## src/rtl/mem_arb_pkg.sv

```systemverilog
// Shared types and constants for the LEGv8 shared memory-port arbiter.
// Requester IDs double as the last-grant pointer encoding.
package mem_arb_pkg;

  typedef enum logic [1:0] {
    IDLE   = 2'd0,
    ACCESS = 2'd1,
    WAIT   = 2'd2,
    RESP   = 2'd3
  } state_t;

  typedef enum logic {
    REQ_IF = 1'b0,
    REQ_DM = 1'b1
  } req_id_t;

  localparam logic [1:0] SZ_B = 2'b00;
  localparam logic [1:0] SZ_H = 2'b01;
  localparam logic [1:0] SZ_W = 2'b10;
  localparam logic [1:0] SZ_D = 2'b11;

  localparam int CNT_W = 4;

endpackage

```

## src/rtl/mem_align_check.sv

```systemverilog
// Natural-alignment check for a single access: byte always legal,
// half/word/double need their low address bits clear.
module mem_align_check
  import mem_arb_pkg::*;
(
  input  logic [1:0] size,
  input  logic [2:0] addr_lo,
  output logic       misaligned
);

  always_comb begin
    misaligned = 1'b0;
    case (size)
      SZ_H:    misaligned = addr_lo[0];
      SZ_W:    misaligned = |addr_lo[1:0];
      SZ_D:    misaligned = |addr_lo;
      default: misaligned = 1'b0;
    endcase
  end

endmodule

```

## src/rtl/mem_port_arbiter.sv

```systemverilog
// Arbitrates the fetch and data paths onto one fixed-latency synchronous
// memory port and returns completion through a req/ack handshake.
module mem_port_arbiter
  import mem_arb_pkg::*;
#(
  parameter int ADDR_W = 64,
  parameter int DATA_W = 64,
  parameter int LAT    = 1
) (
  input  logic              clock,
  input  logic              reset,
  input  logic              if_req,
  input  logic [ADDR_W-1:0] if_addr,
  output logic              if_ack,
  output logic [31:0]       if_rdata,
  output logic              if_err,
  input  logic              dm_req,
  input  logic              dm_we,
  input  logic [1:0]        dm_size,
  input  logic [ADDR_W-1:0] dm_addr,
  input  logic [DATA_W-1:0] dm_wdata,
  output logic              dm_ack,
  output logic [DATA_W-1:0] dm_rdata,
  output logic              dm_err,
  output logic              mem_en,
  output logic              mem_we,
  output logic [1:0]        mem_size,
  output logic [ADDR_W-1:0] mem_addr,
  output logic [DATA_W-1:0] mem_wdata,
  input  logic [DATA_W-1:0] mem_rdata,
  output logic [1:0]        dbg_state
);

  // Handshake: a requester raises req with stable operands and holds both
  // until its ack; ack is a single-cycle pulse carrying rdata and err.
  // A req still high in the cycle after ack is treated as a new request.

  state_t            state_q, state_d;
  req_id_t           last_q, gnt_q, sel_id;
  logic              any_req;
  logic [ADDR_W-1:0] sel_addr;
  logic [1:0]        sel_size;
  logic              sel_we;
  logic [DATA_W-1:0] sel_wdata;
  logic              sel_misaligned;
  logic              lat_we;
  logic [1:0]        lat_size;
  logic              err_q;
  logic [CNT_W-1:0]  cnt_q;
  logic [31:0]       if_rdata_q;
  logic [DATA_W-1:0] dm_rdata_q;
  logic [DATA_W-1:0] rdata_ext;

  // Round-robin only matters on a tie; a lone requester always wins.
  always_comb begin
    sel_id    = REQ_IF;
    any_req   = if_req | dm_req;
    if (if_req && dm_req) begin
      sel_id = (last_q == REQ_IF) ? REQ_DM : REQ_IF;
    end else if (dm_req) begin
      sel_id = REQ_DM;
    end
    sel_addr  = if_addr;
    sel_size  = SZ_W;
    sel_we    = 1'b0;
    sel_wdata = '0;
    if (sel_id == REQ_DM) begin
      sel_addr  = dm_addr;
      sel_size  = dm_size;
      sel_we    = dm_we;
      sel_wdata = dm_wdata;
    end
  end

  mem_align_check u_align (
    .size       (sel_size),
    .addr_lo    (sel_addr[2:0]),
    .misaligned (sel_misaligned)
  );

  always_comb begin
    state_d = state_q;
    case (state_q)
      IDLE:    if (any_req) state_d = sel_misaligned ? RESP : ACCESS;
      ACCESS:  state_d = WAIT;
      WAIT:    if (cnt_q == '0) state_d = RESP;
      RESP:    state_d = IDLE;
      default: state_d = IDLE;
    endcase
  end

  always_ff @(posedge clock or negedge reset) begin
    if (!reset) state_q <= IDLE;
    else        state_q <= state_d;
  end

  // Loads are zero-extended by size; the memory already right-justifies.
  always_comb begin
    rdata_ext = '0;
    case (lat_size)
      SZ_B:    rdata_ext[7:0]  = mem_rdata[7:0];
      SZ_H:    rdata_ext[15:0] = mem_rdata[15:0];
      SZ_W:    rdata_ext[31:0] = mem_rdata[31:0];
      default: rdata_ext       = mem_rdata;
    endcase
  end

  always_ff @(posedge clock or negedge reset) begin
    if (!reset) begin
      last_q     <= REQ_IF;
      gnt_q      <= REQ_IF;
      lat_we     <= 1'b0;
      lat_size   <= SZ_B;
      err_q      <= 1'b0;
      cnt_q      <= '0;
      if_rdata_q <= '0;
      dm_rdata_q <= '0;
      mem_en     <= 1'b0;
      mem_we     <= 1'b0;
      mem_size   <= SZ_B;
      mem_addr   <= '0;
      mem_wdata  <= '0;
    end else begin
      case (state_q)
        IDLE: begin
          if (any_req) begin
            gnt_q    <= sel_id;
            lat_we   <= sel_we;
            lat_size <= sel_size;
            err_q    <= sel_misaligned;
            // A rejected access must leave the memory bus untouched.
            if (!sel_misaligned) begin
              mem_en    <= 1'b1;
              mem_we    <= sel_we;
              mem_size  <= sel_size;
              mem_addr  <= sel_addr;
              mem_wdata <= sel_wdata;
            end
          end
        end
        ACCESS: begin
          mem_en <= 1'b0;
          cnt_q  <= CNT_W'(LAT - 1);
        end
        WAIT: begin
          if (cnt_q == '0) begin
            if (!lat_we) begin
              if (gnt_q == REQ_IF) if_rdata_q <= mem_rdata[31:0];
              else                 dm_rdata_q <= rdata_ext;
            end
          end else begin
            cnt_q <= cnt_q - 1'b1;
          end
        end
        RESP: begin
          last_q <= gnt_q;
          err_q  <= 1'b0;
        end
        default: ;
      endcase
    end
  end

  assign if_ack    = (state_q == RESP) && (gnt_q == REQ_IF);
  assign dm_ack    = (state_q == RESP) && (gnt_q == REQ_DM);
  assign if_err    = if_ack & err_q;
  assign dm_err    = dm_ack & err_q;
  assign if_rdata  = if_rdata_q;
  assign dm_rdata  = dm_rdata_q;
  assign dbg_state = state_q;

endmodule

```

## config.mk

```make
export PLATFORM = sky130hd
export DESIGN_NAME = mem_port_arbiter
export DESIGN_NICKNAME = d
export VERILOG_FILES = /design/src/rtl/mem_arb_pkg.sv /design/src/rtl/mem_align_check.sv /design/src/rtl/mem_port_arbiter.sv
export SDC_FILE = /design/constraint.sdc
export NUM_CORES = 1
export LEC_CHECK = 0
export BUFFER_PORTS_ARGS = -buffer_cell sky130_fd_sc_hd__buf_4
export CAP_MARGIN = 30
export CORE_AREA = 2 2 191 193
export CTS_CLUSTER_DIAMETER = 200
export CTS_CLUSTER_SIZE = 28
export DETAILED_ROUTE_END_ITERATION = 10
export DIE_AREA = 0 0 193 195
export SETUP_SLACK_MARGIN = 0.02
export SLEW_MARGIN = 20
export SYNTH_ARGS = -nofsm -noshare
export SYNTH_HDL_FRONTEND = slang
export SYNTH_SLANG_ARGS = --single-unit
```

## constraint.sdc

```tcl
create_clock -name clock -period 2.3 [get_ports clock]
set_clock_uncertainty 0.05 [all_clocks]
set_input_delay 0.46 -clock clock [delete_from_list [all_inputs] [get_ports clock]]
set_output_delay 0.46 -clock clock [all_outputs]
set_load 0.02 [all_outputs]
```

# After elaboration in Yosys (flattened, before gate mapping)
# Cells that the tools add are included.
dict set report totals {
  latchBits 0
  ff_bits 240
  word_cells 76
  ram_bits 0
  output_inout_bits 234
  mem_count 0
  romBits 0
}
dict set report classes {
  shift 0
  n_reduce_logical 21
  addsub 1
  n_mul 0
  n_eq_ne 12
  div_mod_pow 0
  n_mux 22
  magnitude_cmp 0
  bitwise_logic 6
}
# cell count
set ops {}
lappend ops {{$mux W64} 2}
lappend ops {{$mux W32} 1}
lappend ops {{$mux W16} 1}
lappend ops {{$eq A2 B2 Y1 const B} 5}
lappend ops {{$mux W2} 4}
lappend ops {{$mux W8} 1}
lappend ops {{$ne A2 B2 Y1 const B} 4}
lappend ops {{$pmux W2 S4} 1}
lappend ops {{$pmux W4 S2} 1}
lappend ops {{$reduce_and A2 Y1} 4}
lappend ops {{$reduce_and A4 Y1} 2}
lappend ops {{$mux W1} 7}
lappend ops {{$eq A2 B1 Y1 const B} 3}
lappend ops {{$reduce_and A3 Y1} 2}
lappend ops {{$reduce_bool A2 Y1} 3}
lappend ops {{$reduce_or A3 Y1} 2}
lappend ops {{$logic_not A2 Y1} 2}
lappend ops {{$logic_not A4 Y1} 1}
lappend ops {{$mux W4} 1}
lappend ops {{$pmux W1 S2} 2}
lappend ops {{$reduce_or A2 Y1} 2}
lappend ops {{$sub A4 B1 Y4 const B} 1}
lappend ops {{$logic_and A1 B1 Y1} 3}
lappend ops {{$not A1 Y1} 3}
lappend ops {{other kinds (3)} 4}

# Depth between registers and ports, before layout
dict set report depth {
  depth_word 8
  ltp_mapped 8
  mapped_depth_nobuf 6
}

# Cells and area by module
# A second synthesis with hierarchy kept.
dict set report unflattened {
  hier_cells 725
  area_unflattened_um2 10303.6
}
# mod cells_each area_each_um2 n_inst
set by_module_without_submodules {}
lappend by_module_without_submodules {mem_port_arbiter 722 10282.4 1}
lappend by_module_without_submodules {mem_align_check 3 21.3 1}

# Worst setup path before layout
# No wires, ideal clock.
dict set report synth_path {
  kind {register to register}
  start {register state_q[0], in the netlist dbg_state[0]}
  end {register if_rdata_q[10], in the netlist if_rdata[10]}
  setup_time_ps 125
  arrival_ps 2016
  stages_incl_launch_ff 7
  required_ps 2125
  setup_slack_ps 109
  cell_sequence {dfrtp_1 inv_1 ha_1 nand3b_1 nor4_1 buf_2 mux2_2}
}
dict set report synth_via {
  elab_chain_cells 2
}
# element line_no
set synth_rtl {}
lappend synth_rtl {{start, declared} mem_port_arbiter.sv:38} ;# state_t state_q, state_d;
lappend synth_rtl {{start signal, assigned} mem_port_arbiter.sv:94} ;# else state_q <= state_d;
lappend synth_rtl {{$eq A2 B2 Y1} mem_port_arbiter.sv:124} ;# case (state_q)
lappend synth_rtl {{$reduce_and A4 Y1 (no source line)} -}
lappend synth_rtl {{end signal, assigned} mem_port_arbiter.sv:148} ;# if (gnt_q == REQ_IF) if_rdata_q <= mem_rdata[31:0];
lappend synth_rtl {{end, declared} mem_port_arbiter.sv:50} ;# logic [31:0] if_rdata_q;
# Every way passes these cells.
# A chain may end at the register's enable or synchronous reset.

# Worst setup path after layout
dict set report layout_path {
  start {register state_q[0], in the netlist dbg_state[0]}
  end {output port if_err}
}
dict set report layout_via {
  elab_chain_cells 3
}
# element line_no
set layout_rtl {}
lappend layout_rtl {{$eq A2 B2 Y1} mem_port_arbiter.sv:164} ;# assign if_ack = (state_q == RESP) && (gnt_q == REQ_IF);
lappend layout_rtl {{$logic_and A1 B1 Y1} mem_port_arbiter.sv:164}
lappend layout_rtl {{$and A1 B1 Y1} mem_port_arbiter.sv:166} ;# assign if_err = if_ack & err_q;
lappend layout_rtl {{end, declared} mem_port_arbiter.sv:16} ;# output logic if_err,
# Every way passes these cells.

==> flow_metrics.py <==
metrics = {
    "run_status": {
        "status": "completed",
    },
    "finish": {
        "nFillCells": 3401,
        "final_util_pct": 42.3,
        "syn2layout_area_growth_pct": 48.7,
        "diodes": 0,
        "regArea_mm2": 0.00601,
        "layout-drive-gt1-share_pct": 57.4,
        "multi_input_area_mm2": 0.00363,
        "nNetsFinal": 1541,
    },
    "hold_path": {
        "hold_class": "in2reg",
    },
    "sta": {
        "period_needed_ns": 2.17,
        "finalCritPeriodShare_pct": 94.5,
        "max_freq_mhz": 460,
        "relSlewSlack_pct": 60.4,
        "hold_viol": 0,
        "report.final.slew_viol_count": 0,
        "setup_ws_ns": 0.125,
        "finalSetupViolCount": 0,
        "worstMarginPinSlew_ns": 0.594,
        "hold_ws_ns": 0.138,
    },
    "yosys": {
        "synth_edf_count": 0,
        "synth_flop_cell": "dfrtp_1",
        "syn_inst": 777,
        "seq_area_frac_synth_pct": 59.7,
        "ys_ff_latch": 240,
        "ys_top_cells_by_area": "dfrtp_1 60%, mux2_2 19%, a22o_1 5.4%, o21ai_0 3.2%, inv_1 2.5%",
        "synth_top_cells_by_count": "240 x dfrtp_1, 169 x mux2_2, 67 x inv_1",
        "avgSynthCellArea_um2": 13.0,
        "synth_nets": 1046,
        "synth_top_area_share_pct": 59.7,
        "ys_types": 36,
        "async_reset_ff_share_pct": 100,
        "synthesis.area_mm2": 0.0101,
        "yosysMostFrequentCell": "dfrtp_1",
        "synth_warnings": 0,
        "synth_top_area_cell": "dfrtp_1",
    },
    "placed_design": {
        "port_buffers": 496,
        "post-dp-hpwl_um": 24400,
        "dp_slack_ns": 0.0709,
        "place_congestion": 0.781,
    },
    "floorplanning": {
        "die_width_um": 193,
        "die_y_um": 195,
        "fp-row-count": 69,
        "core-area_mm2": 0.0354,
        "start_util_pct": 28.4,
        "ios": 497,
        "die_area_mm2": 0.0376,
    },
    "global_route": {
        "grt_pass1_vias": 8212,
        "grtUsageTotal_pct": 16.3,
        "grt_first_pass_wirelength_um": 47700,
        "grt-ovfl-total": 0,
        "grt_max_degree": 69,
        "antenna_found_initial": 0,
    },
    "cts": {
        "numCtsBuffers": 12,
        "cts_root_buf": "clkbuf_16",
        "worstSkewPairLatency_ns": 0.49,
        "clock_sink_count": 240,
        "cts_tree": "done",
        "cts_buffer_depth": 3,
        "clkSlewWorstSetupHoldPaths_ns": 0.11,
        "htreeDepth": 1,
    },
    "routing": {
        "drt-pass1-iter-count": 4,
        "vias": 8024,
        "wl_per_cell_um": 18.9,
        "drtAntennaViolNets": 0,
        "post-route-drc-count": 0,
        "viasPerCell": 4.63,
        "routed_wl_um": 32800,
        "drt_iter0_markers": 312,
    },
    "run": {
        "cap_violations": 0,
    },
    "critical_path": {
        "worst-path-max-fanout": 4,
        "worst_ep_arrival_time_ns": 1.66,
        "cp.required_ns": 1.79,
        "start_kind": "flop",
        "end_kind": "primary output",
        "crit_type": "reg2out",
    },
    "power_and_ir_drop": {
        "leakage_nw": 7.25,
        "max-vdd-ir-drop_mv": 0.686,
        "power_density_mw_per_mm2": 1340,
        "p_total_mw": 20.1,
    },
}
logic make-up (layout without fill, tap and decap cells):
group	Yosys count	after routing	synth area share (%)
AOI/OAI and AO/OA	140	140	9.67
adders and majority gates	6	6	0.746
muxes	177	177	19.8
buffers and inverters	122	618	5.10
and+or+nand+nor	91	91	4.97
xor gates and xnor gates	1	1	0.0870
DFF	240	240	59.7
area by class of cell:
class                      instances  share of cell area (%)
multi-input combinational        415                    24.3
clock buffer                      14                    2.20
tap                              461                    3.85
timing repair buffer             536                    27.8
inverter                          67                    1.68
clock inverter                     1                   0.109
sequential                       240                    40.1
power by group:
| part | switching (mW) | internal [mW] |
|---|---|---|
| clock | 1.38 | 1.04 |
| sequential | 1.27 | 6.19 |
| combinational | 5.40 | 4.82 |
| total | 8.05 | 12.0 |
layout by cell type, fill, tap and decap left out, types with 2 or more instances in the layout:
| cell | n |
|---|---|
| o211ai_1 | 3 |
| nand4_1 | 32 |
| buf_12 | 7 |
| dfrtp_1 | 239 |
| ha_1 | 4 |
| a21oi_1 | 3 |
| a22o_1 | 62 |
| buf_4 | 522 |
| inv_1 | 67 |
| buf_6 | 4 |
| nand2b_1 | 3 |
| nand2_1 | 12 |
| nor2_1 | 2 |
| clkbuf_16 | 14 |
| mux2i_1 | 4 |
| mux2_2 | 169 |
| and2_1 | 3 |
| mux2_1 | 4 |
| ha_4 | 2 |
| or2_2 | 2 |
| nand3_1 | 27 |
| o21ai_0 | 64 |
path summary, 6_finish.rpt:
path / cells after the start / endpoint / slack (ns) / from
hold / removal: 2 / mem_wdata[51]$_DFFE_PN0P_ / 0.14 / dm_wdata[51]
max in group asynchronous: 3 / mem_addr[56]$_DFFE_PN0P_ / 1.14 / reset
min in group asynchronous: 2 / dm_rdata[51]$_DFFE_PN0P_ / 0.39 / reset
setup reg to reg: 7 / dm_rdata[6]$_DFFE_PN0P_ / 0.13 / dbg_state[0]$_DFFE_PN0P_
hold reg to reg: 1 / mem_addr[38]$_DFFE_PN0P_ / 0.45 / mem_addr[38]$_DFFE_PN0P_
setup / recovery: 5 / if_err / 0.13 / dbg_state[0]$_DFFE_PN0P_
worst max-delay path, cell delays in order, from the launching register on:
cell and delay [ns]:
dfrtp_1 0.40, buf_4 0.16, ha_4 0.16, nor2b_4 0.13, and2_4 0.18, buf_4 0.15
what timing repair did:
item	in CTS	in global routing
setup buffers	0	3
cloned	0	3
gates resized for setup	4	8
hold buffers	1	0
pin swaps	0	1
endpoints found under the setup margin	2	75
endpoints found under the hold margin	29	0
state kept, by name (all words and copies together) (netlist names), 2 cells and up:
signal	flops
mem_wdata	64
dm_rdata	64
dbg_state	2
if_rdata	32
mem_addr	64
cnt_q	4
mem_size	2
lat_size	2
per-stage QoR:
stage	setup TNS (ns)	std cells	instance area, um^2
6_report	0	1734	15000
5_1_grt	-0.00907	1734	15000
3_3_place_gp	0	1712	14500
2_1_floorplan	0	777	10100
4_1_cts	0	1728	14900
3_5_place_dp	0	1712	14500
layer usage:
layer,global-route usage (%),vias up,share of wire [%]
met5,0,-,0
met3,4.12,30,7.9
met4,3.82,0,2.0
met2,29.2,313,51
li1,-,3734,-
met1,19.5,3947,39
Note: power is estimated with default switching activity, not from simulation.
